===== config.mk =====
export PLATFORM = sky130hd
export DESIGN_NAME = rr_arbiter
export DESIGN_NICKNAME = d
export VERILOG_FILES = /design/src/rtl/rr_arbiter.sv
export SDC_FILE = /design/constraint.sdc
export NUM_CORES = 1
export LEC_CHECK = 0
export ABC_CLOCK_PERIOD_IN_PS = 6650
export CORE_ASPECT_RATIO = 1.1
export CORE_MARGIN = 8
export CORE_UTILIZATION = 50
export DETAILED_ROUTE_END_ITERATION = 10
export PLACE_DENSITY = 0.69
export SYNTH_ARGS = -nofsm -noshare
export SYNTH_HDL_FRONTEND = slang
export SYNTH_SLANG_ARGS = --single-unit

===== constraint.sdc =====
create_clock -name clk_i -period 6.65 [get_ports clk_i]
set_clock_uncertainty 0.2 [all_clocks]
set_input_delay 1.33 -clock clk_i [delete_from_list [all_inputs] [get_ports clk_i]]
set_output_delay 1.33 -clock clk_i [all_outputs]
set_load 0.02 [all_outputs]

===== src/rtl/rr_arbiter.sv =====
// ---------------------------------------------------------------------------
// rr_arbiter
//
// N-way round-robin arbiter with a bounded grant-hold counter. The request
// vector is sampled on every rising edge and the grant is presented one cycle
// later from registers only, so each grant bit is backed by the request bit
// of the previous cycle. There is no combinational path from req to outputs.
//
// Decision order each cycle:
//   keep    - the current owner still requests and has hold budget left
//   rotate  - search req circularly starting after the last owner; the last
//             owner is visited last, so a sole requester is simply re-granted
//   release - nothing requested: go idle, pointer and hold count are kept
//
// Optional feature macro: ARB_LOCK_EN
//   When defined, the lock_i port exists and lets the current owner keep the
//   grant past its hold budget while it keeps requesting.
//
// Parameters:
//   N         number of requesters (2..8)
//   MAX_HOLD  max consecutive cycles one owner keeps the grant (>= 1)
//
// Ports:
//   clk_i      clock, rising edge
//   rst_ni     asynchronous active-low reset
//   req_i      request vector, bit i = requester i wants the resource
//   lock_i     (ARB_LOCK_EN only) owner asks to extend its grant
//   gnt_o      registered grant, zero-hot or one-hot
//   gnt_vld_o  registered, OR of gnt_o
//   gnt_id_o   registered binary index of the owner, 0 when idle
// ---------------------------------------------------------------------------
module rr_arbiter #(
    parameter int N        = 5,
    parameter int MAX_HOLD = 4
) (
    input  logic                 clk_i,
    input  logic                 rst_ni,
    input  logic [N-1:0]         req_i,
`ifdef ARB_LOCK_EN
    input  logic                 lock_i,
`endif
    output logic [N-1:0]         gnt_o,
    output logic                 gnt_vld_o,
    output logic [$clog2(N)-1:0] gnt_id_o
);

    localparam int IDW = $clog2(N);
    localparam int HCW = $clog2(MAX_HOLD + 1);

    // Hold counter saturates here; reaching it means the budget is used up.
    localparam logic [HCW-1:0] HOLD_SAT = HCW'(MAX_HOLD - 1);
    // Pointer reset value makes requester 0 the first one searched.
    localparam logic [IDW-1:0] PTR_RST  = IDW'(N - 1);

    logic [N-1:0]   gnt_q,     gnt_d;
    logic           gnt_vld_q, gnt_vld_d;
    logic [IDW-1:0] gnt_id_q,  gnt_id_d;
    logic [IDW-1:0] ptr_q,     ptr_d;
    logic [HCW-1:0] hold_q,    hold_d;

    logic           owner_req;
    logic           hold_room;
    logic           keep;
    logic           found;
    logic [IDW-1:0] pick;
    logic [IDW-1:0] idx;

    // While a grant is active, ptr_q is the owner index.
    assign owner_req = gnt_vld_q && req_i[ptr_q];
    assign hold_room = (hold_q < HOLD_SAT);

`ifdef ARB_LOCK_EN
    assign keep = owner_req && (hold_room || lock_i);
`else
    assign keep = owner_req && hold_room;
`endif

    // Circular search from ptr+1 through ptr; the last owner is checked last.
    always_comb begin
        found = 1'b0;
        pick  = '0;
        idx   = '0;
        for (int k = 1; k <= N; k++) begin
            idx = IDW'((int'(ptr_q) + k) % N);
            if (!found && req_i[idx]) begin
                found = 1'b1;
                pick  = idx;
            end
        end
    end

    always_comb begin
        ptr_d     = ptr_q;
        hold_d    = hold_q;
        gnt_vld_d = 1'b0;
        gnt_id_d  = '0;
        if (keep) begin
            gnt_vld_d = 1'b1;
            gnt_id_d  = ptr_q;
            // With lock the owner may stay beyond the budget; count saturates.
            if (hold_room) begin
                hold_d = hold_q + HCW'(1);
            end
        end else if (found) begin
            gnt_vld_d = 1'b1;
            gnt_id_d  = pick;
            ptr_d     = pick;
            hold_d    = '0;
        end
        // Otherwise release: idle, ptr and hold count retain their values.
    end

    // One-hot decode of the next owner index.
    generate
        for (genvar gi = 0; gi < N; gi++) begin : g_gnt_dec
            assign gnt_d[gi] = gnt_vld_d && (gnt_id_d == IDW'(gi));
        end
    endgenerate

    always_ff @(posedge clk_i or negedge rst_ni) begin
        if (!rst_ni) begin
            gnt_q     <= '0;
            gnt_vld_q <= 1'b0;
            gnt_id_q  <= '0;
            ptr_q     <= PTR_RST;
            hold_q    <= '0;
        end else begin
            gnt_q     <= gnt_d;
            gnt_vld_q <= gnt_vld_d;
            gnt_id_q  <= gnt_id_d;
            ptr_q     <= ptr_d;
            hold_q    <= hold_d;
        end
    end

    assign gnt_o     = gnt_q;
    assign gnt_vld_o = gnt_vld_q;
    assign gnt_id_o  = gnt_id_q;

endmodule


==> qor.yml <==
worst_setup_path:
  r2r-start: "ptr_q[1]"
  max_stage_delay_ns: 0.55
  end_kind: "register"
  path_common_cell: "ha_1"
  r2r_setup_slack_ns: 0.71
  rr_worst_depth: 19
  reg2reg_to: "gnt_o[0]"
  cp_cell_sequence: "ha_1 > buf_4 > xnor2_2 > inv_2 > ha_1 > or3b_2 > o22ai_1 > nor2_1 > ha_1 > nor2b_1 > a21oi_2 > a221oi_4 > mux2_2 > a221oi_2 > a211oi_1 > or4b_4 > a211oi_2 > nor2_2 > nor4b_4"
  crit_slowest_cell: "or4b_4"
  cp_data_arrival_time_ns: 5.90
  path_class: "register to register"
  critical_path_required_ns: 6.61
  critPathLaunch: "ptr_q[1]"
  cp-start-kind: "register"
  cp_max_fo: 12
drt:
  route.detailed.drc: 0
  vias: 2395
  wl_met2_um: 3219
  dr.max_layer_used: "met4"
  routed_wl_um: 6506
  wl_per_cell_um: 16.90
  met1Wirelength_um: 2903
  drt_iter0_markers: 187
  vias_per_cell: 6.221
  route.met3.wl_um: 298
  drtAntennaViolNets: 0
  dr.pass1.iters: 4
sta:
  tns_ns: 0
  slew_headroom: 0.5690
  drv_slew: 0
  fmax_mhz: 168.3
  worst_pin_slew_ns: 0.6376
  hold_viol_final: 0
  fin_crit_ns: 5.941
  whs_ns: 0.3307
  setup_slack_ns: 0.7087
  finalSetupViolations: 0
  rsz0062_at_grt: "false"
  period_share: 0.8934
layout:
  n_antenna_cell: 0
  drive_above_1_share: 0.1040
  fin_nets: 363
  final_util: 0.5553
  area_growth_pct: 8.528
yosys:
  yosysWarningCount: 0
  synth_seq_area_share: 0.1492
  netlist_instances: 322
  netlist_area_sq_um: 2524
  synthFlopType: "dfrtp_1"
  synth-async-reset-ratio: 1.000
  synth_nets: 357
  yosysTopAreaCellShare: 0.1388
  synth_area_per_cell_sq_um: 7.837
  synth_area_leaders: "dfrtp_1 14%, ha_1 13%, a21oi_1 4.4%"
  synth_edf_count: 0
  synth-seq-cells: 15
  yosysUniqueCellTypes: 69
  yosys.area.top_type: "dfrtp_1"
placement:
  gp_congestion: 0.8654
  port_buffers: 15
  pre_cts_slack_ns: 0.7292
  hpwl_um: 5057
clock_network:
  cts_buffers: 3
  root_buffer: "clkbuf_8"
  postCtsHoldBufs: 0
  clock_sinks: 15
  cts_tree: "built"
  clockBufferDepth: 2
  clk_pin_slew_worst_paths_ns: 0.06
  clock_latency_ns: 0.25
  cts_resized: 0
  cts_max_level: 1
  post_cts_buffers: 0
hold_path:
  worstHoldStart: "hold_q[0]"
  hold_path_class: "register to register"
  hold_depth: 1
  min_delay_worst_endpoint: "hold_q[0]"
global_route:
  grt_pass1_vias: 2298
  overflow: 0
  grt_pass1_wl_um: 11300
  grt_start_max_net_pins: 42
  antenna_found_initial: 0
  gr-usage-all-layers: 0.1713
floorplanning:
  die_area_sq_um: 7579
  rows: 27
  pin_count: 16
  start_util: 0.5117
  die_width_um: 83.74
  die_h_um: 90.51
  core_area_sq_um: 4932
run_status:
  status: "finished clean"
job:
  cap_violations: 0
[flip-flops by register name, summed over array words and instances (netlist names)]
signal and count:
ptr_q 3, gnt_vld_o 1, gnt_id_o 3, gnt_o 5
hold_q 3
[kinds of logic (layout without fill, tap and decap cells)]
group,count (synthesis),count (layout),synth area share
DFF,15,15,0.1492
muxes,16,16,0.07040
buffers and inverters,38,43,0.06544
AOI/OAI and AO/OA,94,94,0.2732
and+or+nand+nor,120,120,0.2553
xor gates and xnor gates,10,10,0.04066
adders and majority gates,29,29,0.1458
[placed cells by master, fill, tap and decap left out, types with 8 or more instances in the layout]
master,n
dfrtp_1,14
nand2_1,29
nor2b_1,8
o21ai_0,14
ha_1,27
inv_1,18
mux2i_1,11
nor2_1,29
nor3_1,11
a21oi_1,22
clkdlybuf4s50_1,15
[layout make-up]
cell class              instances  area (sq um)
repair buffers                 19         180.2
inverters                      20         75.07
fillers                       474          2193
clock inverters                 1         5.005
flip-flops and latches         15         376.6
multi-input cells             269          1988
well taps                      58         72.57
clock buffers                   3         41.29
[cells in the mapped netlist (all sizes together), types with 5 or more instances]
| cell type | count |
|---|---|
| a211o | 5 |
| o31ai | 6 |
| xnor2 | 9 |
| o21ai | 15 |
| a21oi | 24 |
| and3 | 7 |
| mux2i | 11 |
| buf | 10 |
| ha | 27 |
| or2 | 6 |
| nor2 | 30 |
| inv | 19 |
| nand2 | 29 |
| clkbuf | 8 |
| dfrtp | 14 |
| nor3 | 11 |
| nor2b | 8 |
[worst max-delay path, delay by kind of cell, from the launching register on]
kind | cells | cell delay, ns
simple gates | 6 | 1.72
compound gates | 6 | 1.48
fa+ha+maj | 3 | 0.72
flops | 1 | 0.47
xor+xnor | 1 | 0.46
mux | 1 | 0.40
buf+inv | 2 | 0.39
[how the worst max path moves through the flow]
stage	cells past startpoint	to	slack (ns)
final	19	gnt_o[0]	0.71
after global routing	19	gnt_o[0]	0.33
after CTS	19	gnt_o[0]	0.71
after detailed placement	19	gnt_o[0]	0.73
after global placement	19	gnt_o[0]	0.84
after floorplan	21	gnt_o[0]	0.67
[per-stage QoR]
stage	cells	area [sq um]
floorplan	322	2524
global placement	381	2693
detailed placement	381	2693
CTS	385	2739
global route	385	2739
finish	385	2739
[routing by layer]
metal	up-vias	global-route usage
met1	1142	0.2225
li1	1189	-
met5	-	0
met4	0	0.03314
met3	9	0.01986
met2	55	0.2943
Power is left out: the tool's default activity adds up to more than one toggle a clock period on the data nets, which glitch-free logic cannot reach.
